## config.mk

```make
export PLATFORM = sky130hd
export DESIGN_NAME = hazard_ctrl
export DESIGN_NICKNAME = d
export VERILOG_FILES = /design/src/rtl/hazard_pkg.sv /design/src/rtl/hazard_scoreboard.sv /design/src/rtl/hazard_ctrl.sv
export SDC_FILE = /design/constraint.sdc
export NUM_CORES = 1
export LEC_CHECK = 0
export BUFFER_PORTS_ARGS = -buffer_cell sky130_fd_sc_hd__buf_2
export CAP_MARGIN = 25
export CORE_UTILIZATION = 30
export DETAILED_ROUTE_END_ITERATION = 7
export PLACE_DENSITY = 0.49
export SLEW_MARGIN = 15
export SYNTH_ARGS = -nofsm -noshare
export SYNTH_HDL_FRONTEND = slang
export SYNTH_SLANG_ARGS = --single-unit
```

## constraint.sdc

```tcl
create_clock -name clk -period 4.07 [get_ports clk]
set_clock_uncertainty 0.2 [all_clocks]
set_input_delay 0.814 -clock clk [delete_from_list [all_inputs] [get_ports clk]]
set_output_delay 0.814 -clock clk [all_outputs]
set_load 0.02 [all_outputs]
```

## src/rtl/hazard_pkg.sv

```systemverilog
// ---------------------------------------------------------------------------
// hazard_pkg
// Shared types and helpers for the pipeline hazard controller.
//   fwd_sel_e      : E-stage operand forwarding select (RF / W / M)
//   lat_class_e    : latency class of the instruction sitting in E
//   lat_class()    : classify an E-stage instruction (mul beats load)
//   class_latency(): number of bubbles a dependent consumer needs
// ---------------------------------------------------------------------------
package hazard_pkg;

   typedef enum logic [1:0] {
      FWD_RF = 2'b00,
      FWD_W  = 2'b01,
      FWD_M  = 2'b10
   } fwd_sel_e;

   typedef enum logic [1:0] {
      LAT_ALU,
      LAT_LOAD,
      LAT_MUL
   } lat_class_e;

   // A multiply that is also flagged as a load is treated as a multiply.
   function automatic lat_class_e lat_class(input logic is_mul, input logic is_load);
      if (is_mul)
         return LAT_MUL;
      else if (is_load)
         return LAT_LOAD;
      else
         return LAT_ALU;
   endfunction

   function automatic int unsigned class_latency(input lat_class_e   cls,
                                                 input int unsigned  load_lat,
                                                 input int unsigned  mul_lat);
      case (cls)
         LAT_MUL:  return mul_lat;
         LAT_LOAD: return load_lat;
         default:  return 0;
      endcase
   endfunction

endpackage

```

## src/rtl/hazard_scoreboard.sv

```systemverilog
// ---------------------------------------------------------------------------
// hazard_scoreboard
// Per-register latency scoreboard. Each architectural register r (1..NREG-1)
// owns a down-counter holding the number of further cycles a consumer of r
// must wait. Register 0 never holds a pending result.
// Ports:
//   clk, reset       : core clock, synchronous active-high reset
//   i_alloc          : allocate an entry this edge (producer in E, rd != 0)
//   i_alloc_rd       : register being allocated
//   i_alloc_cnt      : value loaded into the allocated counter
//   i_rs1, i_rs2     : lookup indices (D-stage sources)
//   o_busy1, o_busy2 : the looked-up register still has cycles pending
// ---------------------------------------------------------------------------
module hazard_scoreboard #(
   parameter int NREG  = 32,
   parameter int CNT_W = 2,
   parameter int REG_W = $clog2(NREG)
) (
   input  logic             clk,
   input  logic             reset,
   input  logic             i_alloc,
   input  logic [REG_W-1:0] i_alloc_rd,
   input  logic [CNT_W-1:0] i_alloc_cnt,
   input  logic [REG_W-1:0] i_rs1,
   input  logic [REG_W-1:0] i_rs2,
   output logic             o_busy1,
   output logic             o_busy2
);

   logic [CNT_W-1:0] r_cnt [NREG];

   // NOTE: sequential state is written with non-blocking assignments so every
   // counter sees the pre-edge value of its neighbours and of the inputs.
   // NOTE: the counter array is a small bank of flops rather than a RAM, so it
   // is cleared by reset like any other register.
   always_ff @(posedge clk) begin
      if (reset) begin
         for (int r = 0; r < NREG; r++)
            r_cnt[r] <= '0;
      end else begin
         r_cnt[0] <= '0;
         for (int r = 1; r < NREG; r++) begin
            // A new producer always replaces whatever the older one left.
            if (i_alloc && (i_alloc_rd == REG_W'(r)))
               r_cnt[r] <= i_alloc_cnt;
            else if (r_cnt[r] != '0)
               r_cnt[r] <= r_cnt[r] - 1'b1;
         end
      end
   end

   assign o_busy1 = (r_cnt[i_rs1] != '0);
   assign o_busy2 = (r_cnt[i_rs2] != '0);

endmodule

```

## src/rtl/hazard_ctrl.sv

```systemverilog
// ---------------------------------------------------------------------------
// hazard_ctrl
// Hazard controller for the five-stage core: stalls consumers of loads and
// multi-cycle multiplies for exactly the producer's latency, flushes on taken
// branches and selects E-stage forwarding sources.
// Ports:
//   clk, reset                 : core clock, synchronous active-high reset
//   Rs1D, Rs2D                 : D-stage sources
//   Rs1E, Rs2E                 : E-stage sources (forwarding)
//   RdE, RegWriteE             : E-stage destination / write enable
//   ResultSrcE0, MulE          : E-stage instruction is load / multiply
//   PCSrcE                     : taken branch or jump resolved in E
//   RdM, RegWriteM             : M-stage destination / write enable
//   RdW, RegWriteW             : W-stage destination / write enable
//   StallF, StallD             : hold PC and IF/ID
//   FlushD, FlushE             : clear IF/ID and ID/EX
//   ForwardAE, ForwardBE       : 00 RF, 10 from M, 01 from W
// ---------------------------------------------------------------------------
module hazard_ctrl
   import hazard_pkg::*;
#(
   parameter int NREG     = 32,
   parameter int LOAD_LAT = 1,
   parameter int MUL_LAT  = 3,
   parameter int CNT_W    = $clog2(((LOAD_LAT > MUL_LAT) ? LOAD_LAT : MUL_LAT) + 1),
   parameter int REG_W    = $clog2(NREG)
) (
   input  logic             clk,
   input  logic             reset,
   input  logic [REG_W-1:0] Rs1D,
   input  logic [REG_W-1:0] Rs2D,
   input  logic [REG_W-1:0] Rs1E,
   input  logic [REG_W-1:0] Rs2E,
   input  logic [REG_W-1:0] RdE,
   input  logic             RegWriteE,
   input  logic             ResultSrcE0,
   input  logic             MulE,
   input  logic             PCSrcE,
   input  logic [REG_W-1:0] RdM,
   input  logic             RegWriteM,
   input  logic [REG_W-1:0] RdW,
   input  logic             RegWriteW,
   output logic             StallF,
   output logic             StallD,
   output logic             FlushD,
   output logic             FlushE,
   output logic [1:0]       ForwardAE,
   output logic [1:0]       ForwardBE
);

   lat_class_e       w_cls;
   int unsigned      w_lat;
   logic             w_alloc;
   logic [CNT_W-1:0] w_alloc_cnt;
   logic             w_busy1;
   logic             w_busy2;
   logic             w_e_hit;
   logic             w_data_stall;
   fwd_sel_e         w_fwd_a;
   fwd_sel_e         w_fwd_b;

   function automatic fwd_sel_e fwd_select(input logic [REG_W-1:0] rs);
      if (RegWriteM && (RdM != '0) && (RdM == rs))
         return FWD_M;
      else if (RegWriteW && (RdW != '0) && (RdW == rs))
         return FWD_W;
      else
         return FWD_RF;
   endfunction

   // NOTE: every signal driven from always_comb gets a default before any
   // conditional logic so no path can leave it unassigned and infer a latch.
   always_comb begin
      w_alloc_cnt = '0;
      w_cls       = lat_class(MulE, ResultSrcE0);
      w_lat       = class_latency(w_cls, LOAD_LAT, MUL_LAT);
      // The E-stage cycle itself is the first bubble, so the counter only
      // covers the remaining lat-1 cycles.
      if (w_lat != 0)
         w_alloc_cnt = CNT_W'(w_lat - 1);
   end

   assign w_alloc = RegWriteE && (RdE != '0);

   hazard_scoreboard #(
      .NREG  (NREG),
      .CNT_W (CNT_W),
      .REG_W (REG_W)
   ) u_scoreboard (
      .clk         (clk),
      .reset       (reset),
      .i_alloc     (w_alloc),
      .i_alloc_rd  (RdE),
      .i_alloc_cnt (w_alloc_cnt),
      .i_rs1       (Rs1D),
      .i_rs2       (Rs2D),
      .o_busy1     (w_busy1),
      .o_busy2     (w_busy2)
   );

   assign w_e_hit      = w_alloc && (w_lat != 0) && ((RdE == Rs1D) || (RdE == Rs2D));
   assign w_data_stall = w_e_hit || w_busy1 || w_busy2;

   // A taken branch discards the stalled consumer anyway, so flush wins.
   assign StallF = w_data_stall && !PCSrcE;
   assign StallD = w_data_stall && !PCSrcE;
   assign FlushD = PCSrcE;
   assign FlushE = w_data_stall || PCSrcE;

   assign w_fwd_a   = fwd_select(Rs1E);
   assign w_fwd_b   = fwd_select(Rs2E);
   assign ForwardAE = w_fwd_a;
   assign ForwardBE = w_fwd_b;

endmodule
```

# After elaboration in Yosys (flattened, before gate mapping)
# Memory sizes are Yosys's and may differ from the RTL's.
# Cells that the tools add are included.
# classes
bitwise	63
add_sub_neg	32
n_reduce_logical	83
mux	291
n_eq_ne	39
# op_table
operator	n
two-way mux 1 bit	223
two-way mux 2 bit	67
== test 5 bit (second input constant)	16
nonzero test 2 bit	33
subtractor 2 x 1 -> 2 bit (second input constant)	32
bitwise OR 1 bit	63
logical AND 1 bit	41
== test 5 x 4 -> 1 bit (second input constant)	8
nonzero test 32 bit	1
== test 5 bit	6
== test 5 x 3 -> 1 bit (second input constant)	4
nonzero test 5 bit	3
== test 5 x 2 -> 1 bit (second input constant)	2
== test 5 x 1 -> 1 bit (second input constant)	1
logical OR 1 bit	4
case mux 2 bit (2 select lines)	1
== test 2 x 1 -> 1 bit (second input constant)	1
== test 2 bit (second input constant)	1
zero test 1 bit	1
# word_totals
mem_bits_rw	64
mem_count	1
reg_bits	0
output_inout_bits	8
in_bits	43
# memory_table
name	words	width	read_ports	rd_clocked_by_memory_dff	wr	line	source
u_scoreboard.r_cnt	32	2	33	0	32	hazard_scoreboard.sv:30	logic [CNT_W-1:0] r_cnt [NREG];

# Depth between registers and ports, before layout
# Gate-level depths: netlist of run 1.
# depth
depth_word	10
mapped_depth	9

# By module
# A second synthesis of run 1 with hierarchy kept.
# unflattened
hier_cells	620
area_unflattened_um2	5187.5
# modules_own_cells
mod	cells_each	instances	area_per_inst_um2	seq_area_each_um2
hazard_scoreboard	560	1	4737.0	1861.8
hazard_ctrl	60	1	450.4	0.0

# Least setup slack after synthesis of run 1
# Ideal clock, no wire load.
# synth_path
kind	input to output
from	in Rs1D[1]
to	out StallF
path_stages	8
n_path_buf	2
setup_slack_ns	0.560
arrival_ns	2.496
t_required_ns	3.056
cell_sequence	buf_4 -> inv_2 -> mux4_2 -> or2_0 -> a32oi_1 -> o31a_1 -> o31a_1 -> buf_4
# synth_via
elab_chain_cells	6
elab_cells_between_ends	8
classes_between	eq/ne: 1; reduce/logical: 6; memory: 1
# synth_lines
item	line	source
start, declared	hazard_ctrl.sv:30	input logic [REG_W-1:0] Rs1D,
parallel branches: the longest is 3 deep, another holds memory read (32 x 2 bit)	-	
logical OR 1 bit * (2 in series)	hazard_ctrl.sv:102	assign w_data_stall = w_e_hit || w_busy1 || w_busy2;
logical AND 1 bit *	-	
end, declared	hazard_ctrl.sv:43	output logic StallF,
# Every way passes the cells marked *.

# Final worst setup path of run 1
# layout_path
from	in Rs2D[1]
to	out FlushE
# layout_via
elab_chain_cells	6
elab_cells_between_ends	8
classes_between	eq/ne: 1; reduce/logical: 6; memory: 1
# layout_lines
item	line	source
start, declared	hazard_ctrl.sv:31	input logic [REG_W-1:0] Rs2D,
parallel branches: the longest is 4 deep, another holds memory read (32 x 2 bit)	-	
logical OR 1 bit *	hazard_ctrl.sv:102	
logical OR 1 bit *	hazard_ctrl.sv:108	assign FlushE = w_data_stall || PCSrcE;
end, declared	hazard_ctrl.sv:46	output logic FlushE,
# Marks and branches as above.

==> out/qor.yml, run 1 <==
layout:
  nNetsFinal: 679
  drive_gt1_frac: 0.115
  largest_reg_flops: 62
  insertedDiodeCount: 0
  synthToLayoutAreaGrowth_pct: 13.2
  top_regs: "u_scoreboard.r_cnt: 62 flops"
  layout_common_cells: "nor2_1, inv_1, edfxtp_1"
  final_common_cell: "nor2_1"
  top_register: "u_scoreboard.r_cnt"
cts:
  post-cts-setup-buffers: 0
  cts_made_buffers: 9
  ctsResizeCount: 0
  root_buffer: "clkbuf_16"
  cts_max_path_buffers: 2
  cts.hold.buffers_added: 0
  clk_pin_slew_ps: 50
  clock_sinks: 62
  tritoncts: "built"
  htreeDepth: 3
  clk_latency_ps: 330
pwr:
  leakage_nw: 2.10
  pwr-share-seq: 0.391
  power.clock.fraction: 0.190
  ir_drop_v: 0.000211
  intPower_mw: 2.14
  p_per_area_mw_per_mm2: 645
  power_switching_mw: 1.33
  sw_frac_of_total: 0.384
  p_comb_frac: 0.419
critical_path:
  r2r_setup_slack_ps: 2500
  reg2reg_to: "u_scoreboard.r_cnt[26][1]$_SDFFCE_PP0P_"
  path_cells: "buf_2 > and2_1 > a221oi_1 > o21a_1 > o311ai_1 > o31ai_1 > or4_1 > buf_2"
  path_max_fanout: 20
  critPathRequiredTime_ps: 3060
  crit_type: "in2out"
  worstPathArrival_ps: 2770
  slowest_stage: "or4_1"
  reg2regPathDepth: 4
  r2r-start: "u_scoreboard.r_cnt[26][0]$_SDFFCE_PP0P_"
  cp_common_cell: "buf_2"
  critPathMaxStageDelay_ps: 400
  cp-end-kind: "output port"
  startpoint_type: "primary input"
place:
  hpwl_mm: 9.81
  port_buffers: 50
  gp_congestion: 0.838
route:
  wirelength_mm: 12.9
  first_pass_iters: 4
  drc_errors: 0
  drt_iter0_drc: 275
  post_drt_wl_per_cell_um: 15.7
  ant_nets: 0
  viasPerCell: 5.06
  vias: 4148
timing:
  fin_tns_setup_ps: 0
  fin_hold_ws_ps: 391
  tightest_slew_ps: 544
  post-route-period-util: 0.929
  slew_viol_final: 0
  post-route-min-period_ps: 3780
  rsz0062_at_grt: "false"
  max_freq_mhz: 265
  finalSetupViolCount: 0
  slew_headroom: 0.637
  finalHoldViolCount: 0
min_path:
  hold_class: "reg2reg"
  whs_path_depth: 1
  min_to: "u_scoreboard.r_cnt[15][0]$_SDFFCE_PN0P_"
  hp-start: "u_scoreboard.r_cnt[15][0]$_SDFFCE_PN0P_"
floorplanning:
  dieArea_mm2: 0.0164
  initial_core_util: 0.310
  core_area_mm2: 0.0153
  die_w_um: 128
  io_pins: 51
  die_height_um: 128
  rows: 45
job:
  drv_cap: 0
global_routing:
  grt_pass1_wl_mm: 21.2
  grt_antenna_before_repair: 0
  grt_max_degree: 40
  overflow: 0
  track_usage: 0.170
  grt_pass1_vias: 4041
synthesis:
  ys_ff_latch: 62
  synth_top_area_cell: "edfxtp_1"
  synth_edf_count: 62
  async_flop_share: 0
  synth_nets: 645
  yosys_most_used_dff: "edfxtp_1"
  synth_area_leaders: "edfxtp_1, nor2_1, ha_1"
  syn_area_mm2: 0.00475
  ys_seq_area_frac: 0.392
  ys_warn_count: 0
  synth_area_per_cell_um2: 8.33
  synth_cell_types: 48
  syn_inst: 571
  synth_top_area_share: 0.392
status:
  status: "complete, no violations"
-- metal layers --
layer | GRT usage | vias up | wire [um]
met3 | 0.0280 | 18 | 679
met5 | 0 | - | 0
met1 | 0.221 | 1930 | 6060
li1 | - | 2085 | -
met4 | 0.0561 | 0 | 238
met2 | 0.286 | 115 | 5880
-- per-stage QoR --
stage	instances	setup slack [ps]	power [mW]	instance area, um^2	util
floorplan	571	560	2.42	4750	-
global placement	805	367	2.76	5140	0.335
detailed placement	805	307	2.84	5140	0.335
CTS	819	289	3.51	5380	0.351
global route	819	209	3.80	5380	0.351
finish	819	290	3.47	5380	0.351
-- worst max-delay path by stage --
stage                         to     from  depth (start not counted)
after detailed placement  FlushE  Rs2D[1]                          8
after CTS                 FlushE  Rs2D[1]                          8
final                     FlushE  Rs2D[1]                          8
after floorplan           StallF  Rs1D[1]                          8
after global routing      FlushE  Rs2D[1]                          8
after global placement    FlushE  Rs2D[1]                          8
-- cell usage after synthesis (all sizes together) (7+ instances only) --
cell / number
nor3: 30
xnor2: 11
nand3: 7
nand2: 37
ha: 31
nor2: 123
a211oi: 15
edfxtp: 62
xor2: 19
a21oi: 31
buf: 11
o21ai: 14
clkbuf: 19
nor4: 40
inv: 66
-- kinds of logic (layout without fill, tap and decap cells) --
logic type / Yosys count / after routing / synth area share
and+or+nand+nor: 263 / 263 / 0.256
buffers and inverters: 96 / 133 / 0.0845
AOI/OAI and AO/OA: 86 / 86 / 0.117
DFF: 62 / 62 / 0.392
adders and majority gates: 31 / 31 / 0.0816
xor gates and xnor gates: 30 / 30 / 0.0553
muxes: 3 / 3 / 0.0142
-- cell type report --
class / instances / area [um^2]
timing repair buffer: 53 / 273
clock buffer: 9 / 225
clock inverter: 5 / 18.8
inverter: 66 / 248
fill: 1597 / 9930
multi-input combinational: 413 / 2490
sequential: 62 / 1860
tap: 211 / 264
-- worst max-delay path, delay by kind of cell --
| family | cells | cell delay, ps |
|---|---|---|
| buffers and inverters | 2 | 510 |
| AOI/OAI and AO/OA | 4 | 700 |
| and+or+nand+nor | 2 | 730 |
-- power groups by stage --
stage	Combinational, mW	Sequential [mW]	Clock (mW)
6_report	1.45	1.36	0.659
5_1_grt	1.69	1.41	0.704
4_1_cts	1.47	1.36	0.676
3_5_place_dp	1.46	1.37	0
3_3_place_gp	1.40	1.36	0
2_1_floorplan	1.14	1.29	0
No activity file was read; power rests on OpenSTA's default activity.
==> inputs of run 2 (changes only) <==
- ABC_AREA: not set -> 1
- TNS_END_PERCENT: not set -> 5
==> run 2 against run 1 <==
  * Clock power grew 44%
  * Die area grew 6.7%
  * Synthesized cell count grew 20%
  * Combinational power grew 3%
  * Utilization grew 0.25 points
  * Synthesized area grew 6.8%
  * First-iteration DRC count shrank 1.8%
  * Global-route usage grew 0.94 points
  * Sequential power is essentially flat
  * Via count grew 13%
  * Sequential cell count is the same
  * Critical path depth grew 4
  * Critical path type unchanged
  * Critical endpoint is now StallD
  * Highest routed layer unchanged
==> out/qor.yml, run 2 <==
global_routing:
  overflow: 0
  track_usage: 0.179
  met1_usage: 0.224
  grt_max_degree: 60
  grt_pass1_wl_mm: 24.0
  use_met3: 0.0265
  grt_use_met2: 0.305
  grt_antenna_before_repair: 0
  busiest_layer: "met2"
  grt_pass1_vias: 4589
critical_path:
  cp-end-kind: "output port"
  critPathRequiredTime_ps: 3060
  path_max_fanout: 7
  startpoint_type: "primary input"
  worstPathArrival_ps: 2520
  crit_type: "in2out"
synthesis:
  synth_area_per_cell_um2: 7.38
  ys_warn_count: 0
  synth_most_common_cell: "nand2_1"
  synth_area_leaders: "edfxtp_1, nand2_1, inv_1"
  synth_commonest_cells: "nand2_1, inv_1, nor2_1"
  synth_cell_types: 39
  synth_top_area_cell: "edfxtp_1"
  ys_seq_area_frac: 0.367
  synth_nets: 762
  syn_inst: 688
  ys_ff_latch: 62
  synth_edf_count: 62
  yosys_most_used_dff: "edfxtp_1"
  async_flop_share: 0
  syn_area_mm2: 0.00508
  synth_top_area_share: 0.367
floorplanning:
  initial_core_util: 0.306
  die_w_um: 132
  rows: 47
  io_pins: 51
  die_height_um: 132
  core_area_mm2: 0.0166
  dieArea_mm2: 0.0175
cts:
  cts_made_buffers: 9
  htreeDepth: 3
  tritoncts: "built"
  clock_sinks: 62
  post-cts-setup-buffers: 0
  cts.hold.buffers_added: 0
  ctsResizeCount: 0
  clk_latency_ps: 340
  cts_max_path_buffers: 2
  root_buffer: "clkbuf_16"
  clk_pin_slew_ps: 50
timing:
  max_freq_mhz: 283
  post-route-min-period_ps: 3530
  slew_headroom: 0.561
  finalSetupViolCount: 0
  slew_viol_final: 0
  rsz0062_at_grt: "false"
  fin_tns_setup_ps: 0
  finalHoldViolCount: 0
  post-route-period-util: 0.868
  tightest_slew_ps: 656
min_path:
  hold_class: "reg2reg"
place:
  hpwl_mm: 11.7
  gp_congestion: 0.903
  port_buffers: 50
layout:
  insertedDiodeCount: 0
  finish.utilization: 0.354
  fill_cells: 1751
  multi_input_area_mm2: 0.00269
  largest_reg_flops: 62
  nNetsFinal: 807
  final_common_cell: "nand2_1"
  ff_latch_area_mm2: 0.00186
  top_regs: "u_scoreboard.r_cnt: 62 flops"
  drive_gt1_frac: 0.119
  layout_common_cells: "nand2_1, inv_1, nor2_1"
  top_register: "u_scoreboard.r_cnt"
  synthToLayoutAreaGrowth_pct: 15.5
route:
  vias: 4668
  post_drt_wl_per_cell_um: 15.3
  viasPerCell: 4.87
  ant_nets: 0
  first_pass_iters: 4
  drt_iter0_drc: 270
  wirelength_mm: 14.7
  drc_errors: 0
job:
  drv_cap: 0
status:
  status: "complete, no violations"
pwr:
  leakage_nw: 2.73
  p_per_area_mw_per_mm2: 642
  ir_drop_v: 0.000243
  p_total_mw: 3.77
-- run 2: changes by cell type after synthesis, moves of 6 or more --
cell	change
xor2_1	-6
nor3_1	-21
nand3_1	+60
inv_1	+45
nor2_1	-23
a211oi_1	-15
a31oi_1	+8
o21ai_0	+15
clkbuf_1	-13
nand2_1	+108
nor4_1	-32
nand3b_1	+15
-- run 2: kinds of logic (layout without fill, tap and decap cells) --
family                     after synthesis  count (layout)  synth area share
xor gates and xnor gates                26              26            0.0448
DFF                                     62              62             0.367
and+or+nand+nor                        365             365             0.326
buffers and inverters                  131             181             0.105
adders and majority gates               31              31            0.0764
AOI/OAI and AO/OA                       73              73            0.0815
-- run 2: worst paths after layout --
check / from / end / slack [ps] / depth (start not counted)
worst max-delay path: Rs1D[0] / StallD / 540 / 12
worst min-delay path: u_scoreboard.r_cnt[24][0]$_SDFFCE_PP0P_ / u_scoreboard.r_cnt[24][0]$_SDFFCE_PP0P_ / 360 / 1
worst max register to register: u_scoreboard.r_cnt[18][0]$_SDFFCE_PP0P_ / u_scoreboard.r_cnt[18][1]$_SDFFCE_PP0P_ / 2470 / 5
worst min register to register: u_scoreboard.r_cnt[24][0]$_SDFFCE_PP0P_ / u_scoreboard.r_cnt[24][0]$_SDFFCE_PP0P_ / 360 / 1
-- run 2: layout make-up --
cell class,count,share of cell area
sequential,62,0.317
timing repair buffer,51,0.0439
inverter,114,0.0729
multi-input combinational,495,0.457
tap,220,0.0469
clock buffer,9,0.0384
clock inverter,7,0.0232
-- run 2: metal layers --
layer	up-vias	wire, um
li1	2347	-
met1	2184	6640
met2	110	7060
met3	27	605
met4	0	359
met5	-	0
-- run 2: power by group --
part,switching [mW],internal [mW]
clock network,0.292,0.656
registers,0.206,1.12
logic,0.922,0.570
-- run 2: per-stage QoR --
step	std cells	cell area, um^2	setup slack, ps	hold WS (ps)
detailed placement	942	5510	600	354
floorplan	688	5080	810	329
global placement	942	5510	591	347
global route	958	5870	406	374
finish	958	5870	536	358
CTS	958	5870	591	362
-- run 2: worst max-delay path, cell delays in order --
cell,delay [ps]
buf_2,140
nor2_1,490
inv_1,140
nor2_1,160
nor2_1,60
nand2_1,70
nand3_1,90
nand3_1,80
nand3_1,60
nor2_1,180
nor2_1,70
buf_2,160
==> inputs of run 3 (changes only) <==
- CAP_MARGIN: 25 -> not set
- CELL_PAD_IN_SITES_DETAIL_PLACEMENT: not set -> 1
- CELL_PAD_IN_SITES_GLOBAL_PLACEMENT: not set -> 1
- PLACE_DENSITY: 0.49 -> 0.62
==> run 3 against run 2 <==
  * Clock power down 21%
  * Final cell count grew 0.10%
  * Non-clock buffer count up 2
  * Via count rose by 2.0%
  * Register-to-register slack worse by 50 ps
  * Largest cell class unchanged
  * Highest routed layer unchanged
==> out/qor.yml, run 3 (synthesis results as in run 2) <==
timing:
  post-route-min-period_ps: 3620
  slew_headroom: 0.575
  finalHoldViolCount: 0
  max_freq_mhz: 276
  tightest_slew_ps: 637
  slew_viol_final: 0
  fin_hold_ws_ps: 355
  finalSetupViolCount: 0
  fin_tns_setup_ps: 0
  post-route-period-util: 0.890
  rsz0062_at_grt: "false"
layout:
  drive_gt1_frac: 0.119
  top_register: "u_scoreboard.r_cnt"
  multi_input_area_mm2: 0.00269
  top_regs: "u_scoreboard.r_cnt: 62 flops"
  fill_cells: 2124
  largest_reg_flops: 62
  insertedDiodeCount: 0
  layout_common_cells: "nand2_1, inv_1, nor2_1"
  nNetsFinal: 809
  final_common_cell: "nand2_1"
  ff_latch_area_mm2: 0.00186
  synthToLayoutAreaGrowth_pct: 14.2
route:
  drc_errors: 0
  first_pass_iters: 5
  drt_iter0_drc: 210
  viasPerCell: 4.96
  vias: 4760
  post_drt_wl_per_cell_um: 16.9
  wirelength_mm: 16.2
  ant_nets: 0
place:
  gp_congestion: 0.901
  port_buffers: 50
  hpwl_mm: 13.2
floorplanning:
  io_pins: 51
  core_area_mm2: 0.0166
  rows: 47
  die_w_um: 132
  die_height_um: 132
  dieArea_mm2: 0.0175
  initial_core_util: 0.306
cts:
  htreeDepth: 3
  root_buffer: "clkbuf_16"
  post-cts-setup-buffers: 0
  tritoncts: "built"
  cts.hold.buffers_added: 0
  clk_pin_slew_ps: 50
  ctsResizeCount: 0
  cts_made_buffers: 9
  clock_sinks: 62
  clk_latency_ps: 340
  cts_max_path_buffers: 2
status:
  status: "complete, no violations"
critical_path:
  path_max_fanout: 7
  critPathMaxStageDelay_ps: 510
  path_delay_family: "simple AND/OR/NAND/NOR gates"
  slowest_stage: "nor2_1"
  cp-end-kind: "output port"
  path_cells: "buf_2 > nor2_1 > inv_1 > nor2_1 > nor2_1 > nand2_1 > nand3_1 > nand3_1 > nand3_1 > nor2_1 > nand2_1 > buf_2"
  critical_path_buf_inv_count: 3
  cp_common_cell: "nor2_1"
  crit_type: "in2out"
  critPathRequiredTime_ps: 3060
  startpoint_type: "primary input"
  worstPathArrival_ps: 2610
min_path:
  hold_class: "reg2reg"
pwr:
  leakage_nw: 2.70
  ir_drop_v: 0.000220
  p_per_area_mw_per_mm2: 626
global_routing:
  grt_pass1_wl_mm: 26.0
  grt_antenna_before_repair: 0
  grt_max_degree: 45
  track_usage: 0.195
  overflow: 0
  grt_pass1_vias: 4911
job:
  drv_cap: 0
==> run 3: worst paths after layout <==
check,cells after the start,start,endpoint,slack [ps]
worst min-delay path,1,u_scoreboard.r_cnt[24][0]$_SDFFCE_PP0P_,u_scoreboard.r_cnt[24][0]$_SDFFCE_PP0P_,350
worst max register to register,5,u_scoreboard.r_cnt[22][0]$_SDFFCE_PP0P_,u_scoreboard.r_cnt[22][1]$_SDFFCE_PP0P_,2420
worst max-delay path,12,Rs1D[0],FlushE,450
worst min register to register,1,u_scoreboard.r_cnt[24][0]$_SDFFCE_PP0P_,u_scoreboard.r_cnt[24][0]$_SDFFCE_PP0P_,350
==> run 3: cell type report <==
class,instances,area share
Clock buffer,10,0.0395
Clock inverter,5,0.00884
Timing Repair Buffer,53,0.0470
Sequential cell,62,0.321
Tap cell,220,0.0474
Multi-Input combinational cell,495,0.463
Inverter,114,0.0737
==> run 3: metal layers <==
| metal | GRT usage | wire length, um | vias up |
|---|---|---|---|
| met1 | 0.251 | 7560 | 2315 |
| li1 | - | - | 2344 |
| met3 | 0.0319 | 553 | 17 |
| met5 | 0 | 0 | - |
| met4 | 0.0614 | 288 | 0 |
| met2 | 0.334 | 7830 | 84 |
==> run 3: stage by stage <==
step | worst slack (ps) | std cells | power (mW) | util | instance area, um^2
after floorplan | 810 | 688 | 2.40 | - | 5080
after global placement | 480 | 944 | 2.77 | 0.333 | 5520
after detailed placement | 458 | 944 | 2.91 | 0.333 | 5520
after CTS | 455 | 959 | 3.68 | 0.350 | 5800
after global routing | 143 | 959 | 3.98 | 0.350 | 5800
final | 446 | 959 | 3.63 | 0.350 | 5800
==> run 3: power by group <==
part	internal [mW]	switching, mW	leakage [nW]
Combinational	0.577	0.971	1.89
Clock	0.466	0.283	0.136
Sequential	1.12	0.217	0.678
